## src/rtl/program_loader.sv

```systemverilog
// ----------------------------------------------------------------------------
// program_loader
//
// Boot-time loader sitting in front of the 512x32 RAM override port. A host
// streams bytes over a valid/ready handshake; the loader packs them big-endian
// into DATA_WIDTH-bit words and writes each word to consecutive RAM addresses,
// waiting for the RAM's done indication after every write strobe. The CPU is
// held in reset for the whole load.
//
// Ports:
//   Clock            rising-edge system clock
//   reset            synchronous, active-high reset
//   start            one-cycle load request (ignored while busy)
//   start_address    first RAM address, sampled on an accepted start
//   word_count       words to load (0..2^ADDR_WIDTH), sampled on start
//   rx_data/rx_valid incoming byte stream
//   rx_ready         byte accepted on this edge when rx_valid is also high
//   memory_done      RAM write-complete indication
//   overide, overide_address, overide_data_in
//                    RAM override select, write address and write data
//   mem_write, mem_read, mem_enable
//                    RAM strobes (mem_read is always 0)
//   cpu_hold         keeps Control/DataPath in reset while a load runs
//   busy             load in progress
//   load_done        one-cycle pulse on successful completion
//   error            sticky fault flag (range error or RAM timeout)
// ----------------------------------------------------------------------------
module program_loader #(
   parameter int DATA_WIDTH   = 32,
   parameter int ADDR_WIDTH   = 9,
   parameter int DONE_TIMEOUT = 15
) (
   input  logic                  Clock,
   input  logic                  reset,
   input  logic                  start,
   input  logic [ADDR_WIDTH-1:0] start_address,
   input  logic [ADDR_WIDTH:0]   word_count,
   input  logic [7:0]            rx_data,
   input  logic                  rx_valid,
   output logic                  rx_ready,
   input  logic                  memory_done,
   output logic                  overide,
   output logic [ADDR_WIDTH-1:0] overide_address,
   output logic [DATA_WIDTH-1:0] overide_data_in,
   output logic                  mem_write,
   output logic                  mem_read,
   output logic                  mem_enable,
   output logic                  cpu_hold,
   output logic                  busy,
   output logic                  load_done,
   output logic                  error
);

   localparam int BYTES = DATA_WIDTH / 8;
   localparam int BCW   = (BYTES > 1) ? $clog2(BYTES) : 1;
   localparam int TW    = $clog2(DONE_TIMEOUT + 1);

   // One past the last legal RAM address, in the width of the range sum.
   localparam logic [ADDR_WIDTH+1:0] ADDR_SPAN = (ADDR_WIDTH+2)'(1) << ADDR_WIDTH;

   typedef enum logic [1:0] {
      IDLE    = 2'd0,
      COLLECT = 2'd1,
      WRITE   = 2'd2,
      FINISH  = 2'd3
   } state_t;

   state_t state, next_state;

   logic [ADDR_WIDTH-1:0] addr;
   logic [ADDR_WIDTH:0]   word_cnt;
   logic [ADDR_WIDTH:0]   words_written;
   logic [BCW-1:0]        byte_cnt;
   logic [DATA_WIDTH-1:0] word_reg;
   logic [TW-1:0]         timeout_cnt;

   // Event flags decoded by the next-state logic and consumed by the datapath.
   logic start_load;
   logic start_zero;
   logic start_bad;
   logic byte_take;
   logic byte_last;
   logic write_ok;
   logic write_timeout;

   logic [ADDR_WIDTH+1:0] end_sum;
   logic [DATA_WIDTH+7:0] shift_word;

   // Two-bit-wider sum so start_address + word_count cannot overflow.
   assign end_sum    = {2'b00, start_address} + {1'b0, word_count};
   assign shift_word = {word_reg, rx_data};

   // ------------------------------------------------------------------
   // State register
   // ------------------------------------------------------------------
   always_ff @(posedge Clock) begin
      if (reset) begin
         state <= IDLE;
      end else begin
         state <= next_state;
      end
   end

   // ------------------------------------------------------------------
   // Next-state and event decode
   // ------------------------------------------------------------------
   always_comb begin
      next_state    = state;
      start_load    = 1'b0;
      start_zero    = 1'b0;
      start_bad     = 1'b0;
      byte_take     = 1'b0;
      byte_last     = 1'b0;
      write_ok      = 1'b0;
      write_timeout = 1'b0;

      unique case (state)
         IDLE: begin
            if (start) begin
               if (word_count == '0) begin
                  start_zero = 1'b1;
                  next_state = FINISH;
               end else if (end_sum > ADDR_SPAN) begin
                  start_bad = 1'b1;
               end else begin
                  start_load = 1'b1;
                  next_state = COLLECT;
               end
            end
         end

         COLLECT: begin
            if (rx_valid) begin
               byte_take = 1'b1;
               if (byte_cnt == BCW'(BYTES - 1)) begin
                  byte_last  = 1'b1;
                  next_state = WRITE;
               end
            end
         end

         WRITE: begin
            if (memory_done) begin
               write_ok = 1'b1;
               if ((words_written + (ADDR_WIDTH+1)'(1)) == word_cnt) begin
                  next_state = FINISH;
               end else begin
                  next_state = COLLECT;
               end
            end else if (timeout_cnt == TW'(DONE_TIMEOUT - 1)) begin
               // This is the DONE_TIMEOUT-th strobe cycle with no done.
               write_timeout = 1'b1;
               next_state    = IDLE;
            end
         end

         FINISH: begin
            next_state = IDLE;
         end

         default: begin
            next_state = IDLE;
         end
      endcase
   end

   // ------------------------------------------------------------------
   // Address, counters, word assembly and error flag
   // ------------------------------------------------------------------
   always_ff @(posedge Clock) begin
      if (reset) begin
         addr          <= '0;
         word_cnt      <= '0;
         words_written <= '0;
         byte_cnt      <= '0;
         word_reg      <= '0;
         timeout_cnt   <= '0;
         error         <= 1'b0;
      end else begin
         if (start_bad) begin
            error <= 1'b1;
         end

         if (start_load || start_zero) begin
            error <= 1'b0;
         end

         if (start_load) begin
            addr          <= start_address;
            word_cnt      <= word_count;
            words_written <= '0;
            byte_cnt      <= '0;
            word_reg      <= '0;
            timeout_cnt   <= '0;
         end

         // Shifting left places the first byte of a word in the top lane.
         if (byte_take) begin
            word_reg <= shift_word[DATA_WIDTH-1:0];
            byte_cnt <= byte_last ? '0 : byte_cnt + BCW'(1);
         end

         if (write_ok) begin
            addr          <= addr + ADDR_WIDTH'(1);
            words_written <= words_written + (ADDR_WIDTH+1)'(1);
            timeout_cnt   <= '0;
         end else if (write_timeout) begin
            error       <= 1'b1;
            timeout_cnt <= '0;
         end else if (state == WRITE) begin
            timeout_cnt <= timeout_cnt + TW'(1);
         end
      end
   end

   // ------------------------------------------------------------------
   // State-decoded outputs
   // ------------------------------------------------------------------
   assign busy            = (state != IDLE);
   assign cpu_hold        = busy;
   assign rx_ready        = (state == COLLECT);
   assign overide         = (state == WRITE);
   assign mem_write       = (state == WRITE);
   assign mem_enable      = (state == WRITE);
   assign mem_read        = 1'b0;
   assign load_done       = (state == FINISH);
   assign overide_address = (state == WRITE) ? addr : '0;
   assign overide_data_in = (state == WRITE) ? word_reg : '0;

endmodule
```

## config.mk

```make
export PLATFORM = sky130hd
export DESIGN_NAME = program_loader
export DESIGN_NICKNAME = d
export VERILOG_FILES = /design/src/rtl/program_loader.sv
export SDC_FILE = /design/constraint.sdc
export NUM_CORES = 1
export LEC_CHECK = 0
export ABC_AREA = 1
export CORE_MARGIN = 1.5
export CORE_UTILIZATION = 47
export DETAILED_ROUTE_END_ITERATION = 10
export DONT_BUFFER_PORTS = 1
export GPL_TIMING_DRIVEN = 0
export PLACE_DENSITY_LB_ADDON = 0.25
export SETUP_SLACK_MARGIN = 0.2
export SLEW_MARGIN = 15
export SYNTH_ARGS = -nofsm -noshare
export SYNTH_HDL_FRONTEND = slang
export SYNTH_SLANG_ARGS = --single-unit
```

## constraint.sdc

```tcl
create_clock -name Clock -period 3 [get_ports Clock]
set_input_delay 0.45 -clock Clock [delete_from_list [all_inputs] [get_ports Clock]]
set_output_delay 0.45 -clock Clock [all_outputs]
set_load 0.05 [all_outputs]
```

Word-level counts from Yosys, hierarchy flattened
Cells that the tools add are included.
- $lt $le $gt $ge: 1
- $add $sub $neg: 5
- reductions and logical operators: 9
- equality and inequality tests: 11
- multiplexer cells: 47
- operator list (operator ; number):
    $mux 32 ; 3
    $mux 9 ; 3
    $mux 1 ; 25
    $mux 2 ; 11
    $mux 10 ; 2
    $add 9x10->11 ; 1
    $gt 11x10->1 const B ; 1
    $add 10x1->10 const B ; 1
    $eq 10x10->1 ; 1
    $logic_not 10->1 ; 1
    $add 9x1->9 const B ; 1
    $mux 4 ; 2
    $pmux 2 s4 ; 1
    $reduce_bool 2->1 ; 4
    $eq 2x2->1 const B ; 3
    $reduce_and 5->1 ; 1
    $add 4x1->4 const B ; 1
    $eq 4x4->1 const B ; 1
    $ne 2x2->1 const B ; 2
    $ne 3x2->1 const B ; 1
    $ne 3x3->1 const B ; 1
    $reduce_or 3->1 ; 1
    $add 2x1->2 const B ; 1
    $eq 2x1->1 const B ; 1
    other kinds (3) ; 3
- output and inout bits: 50
- register bits: 70
- input port bits: 32
- word-level logic and storage cells: 81

Longest topological paths before layout
- depth after elaboration: 10
- depth in mapped cells: 19
- gate-level depth less buffers: 19

Least setup slack after synthesis
OpenSTA, ideal clock, no wires.
- path kind: reg2out
- from: reg state[1]
- to: out overide_address[0]
- data arrival time: 1.963 ns
- cell stages (with the launch flop): 7
- data required time: 2.550 ns
- buffers on the path: 2
- path slack: 0.587 ns
- cell sequence: dfxtp_1 -> inv_1 -> nor2_4 -> inv_1 -> clkbuf_1 -> buf_1 -> nor2_1
- word-level cells in the longest chain between the ends: 2
- ends and longest elaborated chain (element ; line ; text):
    start: declaration ; 68 ; state_t state, next_state;
    start signal: assignment ; 100 ; state <= next_state;
    $eq 2x2->1 ; - ;
    net mem_enable ; 47 ; output logic mem_enable,
    $mux 9 ; 227 ; assign overide_address = (state == WRITE) ? addr : '0;
    end: declaration ; 43 ; output logic [ADDR_WIDTH-1:0] overide_address,
The timed path passes the listed nets, and every way through them passes these cells.

Worst setup path in the final report
- from: reg state[1]
- to: out overide_data_in[0]
- word-level cells in the longest chain between the ends: 2
- ends and longest elaborated chain (element ; line ; text):
    $eq 2x2->1 ; - ;
    net mem_enable ; 47 ;
    $mux 32 ; 228 ; assign overide_data_in = (state == WRITE) ? word_reg : '0;
    end: declaration ; 44 ; output logic [DATA_WIDTH-1:0] overide_data_in,
The timed path passes the listed nets, and every way through them passes these cells.

==> impl_metrics.csv <==
group,metric,value,unit
sta,relSlewSlack,60.9,%
pwr,ir_drop,0.000476,V
place,place_congestion,0.852,
worst_setup_path,crit_type,"flip-flop to output port",
floorplanning,core,8720,um2
worst_setup_path,path_max_fanout,10,
sta,period_minus_slack,2690,ps
synthesis,synth_cell_type_count,36,
worst_setup_path,r2r_start,"state[0]",
synthesis,ys_seq_area_share,33.0,%
floorplanning,ios,82,
detailed_routing,wirelength,10800,um
detailed_routing,vias_per_cell,5.24,
synthesis,syn-cell-area,4250,um2
synthesis,ys_top_cells_by_count,"170 x nand2_1, 97 x inv_1, 75 x nor2_1",
worst_setup_path,setup.worst_path.end,"overide_data_in[0]",
worst_hold_path,min-delay-start,"rx_data[2]",
global_routing,grt_antenna_before_repair,0,
pwr,power_leakage,1.82,nW
worst_setup_path,cp_cell_sequence,"inv_1 > nor2_4 > inv_1 > buf_2 > buf_4 > nor2_4",
sta,max_freq,372,MHz
clock_tree,clock-sinks,70,
worst_setup_path,ff2ff_path_depth,8,
sta,fin_crit_sh,89.6,%
floorplanning,start_util,48.7,%
run_status,status,"finished, final reports clean",
detailed_routing,drt_iter0_drc,167,
pwr,power,2.85,mW
worst_setup_path,worstPathRequired,2550,ps
synthesis,synth-edff-count,0,
clock_tree,cts_tree,"built",
worst_setup_path,max_stage_delay,430,ps
synthesis,async_reset_ff_share,0,%
clock_tree,hold_buffers,0,
worst_setup_path,rr_endpoint,"word_reg[30]",
synthesis,synth-main-ff-cell,"dfxtp_1",
floorplanning,die_h,98.1,um
layout,area_growth,16.0,%
worst_setup_path,end_kind,"output port",
global_routing,grt_pass1_vias,3843,
sta,fin_skew,9.85,ps
floorplanning,design.die.area,9620,um2
synthesis,synth.area.top_cells,"dfxtp_1 33%, nand2_1 15%, inv_1 8.6%, a21oi_1 8.2%, nand3_1 8.2%",
flow_run,max-cap-violations,0,
clock_tree,htree_levels,3,
sta,setup_tns,0,ps
detailed_routing,drcViolationCount,0,
layout,fin_nets,733,
worst_setup_path,cp_data_arrival_time,2240,ps
synthesis,syn_nets,722,
worst_setup_path,cp-startpoint,"state[1]",
layout,largest_reg_flops,32,
place,io_buffers,0,
synthesis,post-synth-top-count-cell,"nand2_1",
worst_setup_path,ff2ff_setup_slack,640,ps
clock_tree,cts.clk_slew.worst_paths,80,ps
floorplanning,die_x,98.1,um
detailed_routing,drt_pass1_iterations,4,
clock_tree,clk_latency,350,ps
synthesis,synth_top_area_cell,"dfxtp_1",
detailed_routing,num_vias,4189,
synthesis,synth_top_area_share,33.0,%
detailed_routing,ant_nets,0,
detailed_routing,wl_per_cell,13.5,um
layout,n_antenna_cell,0,
synthesis,syn_inst,675,
sta,rsz0062_at_grt,"no",
clock_tree,cts_made_buffers,9,
synthesis,ys_warn_count,0,
synthesis,syn_avg_cell_area,6.30,um2
clock_tree,root_buffer,"clkbuf_8",
floorplanning,rows,34,
layout,drive_gt1_share,13.6,%
layout,final_core_utilization,56.5,%
worst_setup_path,critPathSlowestCell,"dfxtp_1",
sta,setup_viol,0,
sta,slew_viol_final,0,
worst_setup_path,cp-start-kind,"flip-flop",
global_routing,grt_max_degree,14,
pwr,power_density,579,nW/um2
clock_tree,cts_setup_buffers,0,
place,dpl.hpwl,8020,um
worst_hold_path,hp-class,"input port to flip-flop",
sta,hold_violations,0,
synthesis,synth-seq-cells,70,
global_routing,gr-total-overflow,0,
global_routing,grt_first_pass_wirelength,18100,um
sta,worstMarginPinSlew,585,ps
clock_tree,cts_buffer_depth,2,
global_routing,grt_usage,23.0,%
[how the worst min path moves through the flow]
stage | endpoint | cells past startpoint
after detailed placement | word_cnt[1] | 2
after global placement | byte_cnt[0] | 1
final | word_reg[2] | 2
after global routing | word_reg[2] | 2
after CTS | word_reg[5] | 2
after floorplan | byte_cnt[0] | 1
[cell usage in the layout (no fill, tap or decap), types with 2 or more instances in the layout]
master     instances
a21oi_1           70
a21oi_2            4
buf_2              4
buf_4              8
buf_6              6
bufinv_16          2
clkbuf_1          15
clkbuf_8           9
clkinv_1           2
dfxtp_1           70
ha_1              14
inv_1             97
inv_6              2
nand2_1          170
nand3_1           70
nand3_2            2
nand4_1            7
nor2_1            33
nor2_2             5
nor2_4            42
nor3_1             8
o21ai_0           27
o21bai_1           2
or2_2              3
xnor2_1            2
xor2_1             2
[metrics by stage]
| step | instances | hold slack [ps] | instance area, um2 | worst slack [ps] |
|---|---|---|---|---|
| finish | 799 | 246 | 4930 | 313 |
| global route | 799 | 233 | 4930 | 223 |
| CTS | 799 | 237 | 4920 | 215 |
| detailed placement | 783 | 450 | 4390 | 125 |
| global placement | 783 | 447 | 4390 | 136 |
| floorplan | 675 | 433 | 4250 | 587 |
[metal layers]
metal	wire, um	global-route usage [%]	up-vias
li1	-	-	2155
met1	4830	29.0	1904
met2	5070	37.3	112
met3	665	6.16	18
met4	196	8.79	0
met5	0	0	-
[timing repair]
action                     in CTS  in global routing
resized for setup              99                  8
cloned                          0                  0
setup endpoints to repair      41                 67
pin swaps                       4                  7
[worst max-delay path: cells and delay by family (launching register included)]
family / cells / cell delay, ps
buffers and inverters: 4 / 740
AND/OR/NAND/NOR: 2 / 700
flip-flops: 1 / 430
[where the power goes]
part	leakage, nW	switching, mW	internal [mW]
logic	1.14	0.654	0.250
clock network	0.107	0.390	0.476
registers	0.568	0.0743	1.01
[kinds of logic (layout without fill, tap and decap cells)]
logic type	Yosys count	count (layout)	synth area share [%]
buffers and inverters	133	149	13.3
xor gates and xnor gates	4	4	0.824
adders and majority gates	15	15	4.59
muxes	1	1	0.236
AOI/OAI and AO/OA	105	105	12.9
and+or+nand+nor	346	346	35.1
other	1	1	0.0882
DFF	70	70	33.0
[cell type report]
cell class	instances	area, um2
plain buffers	33	204
multi-input cells	472	2590
well taps	108	135
fillers	840	3790
clock inverters	6	93.8
inverters	100	378
clock buffers	10	128
flip-flops and latches	70	1400
(Power assumes the default switching activity.)
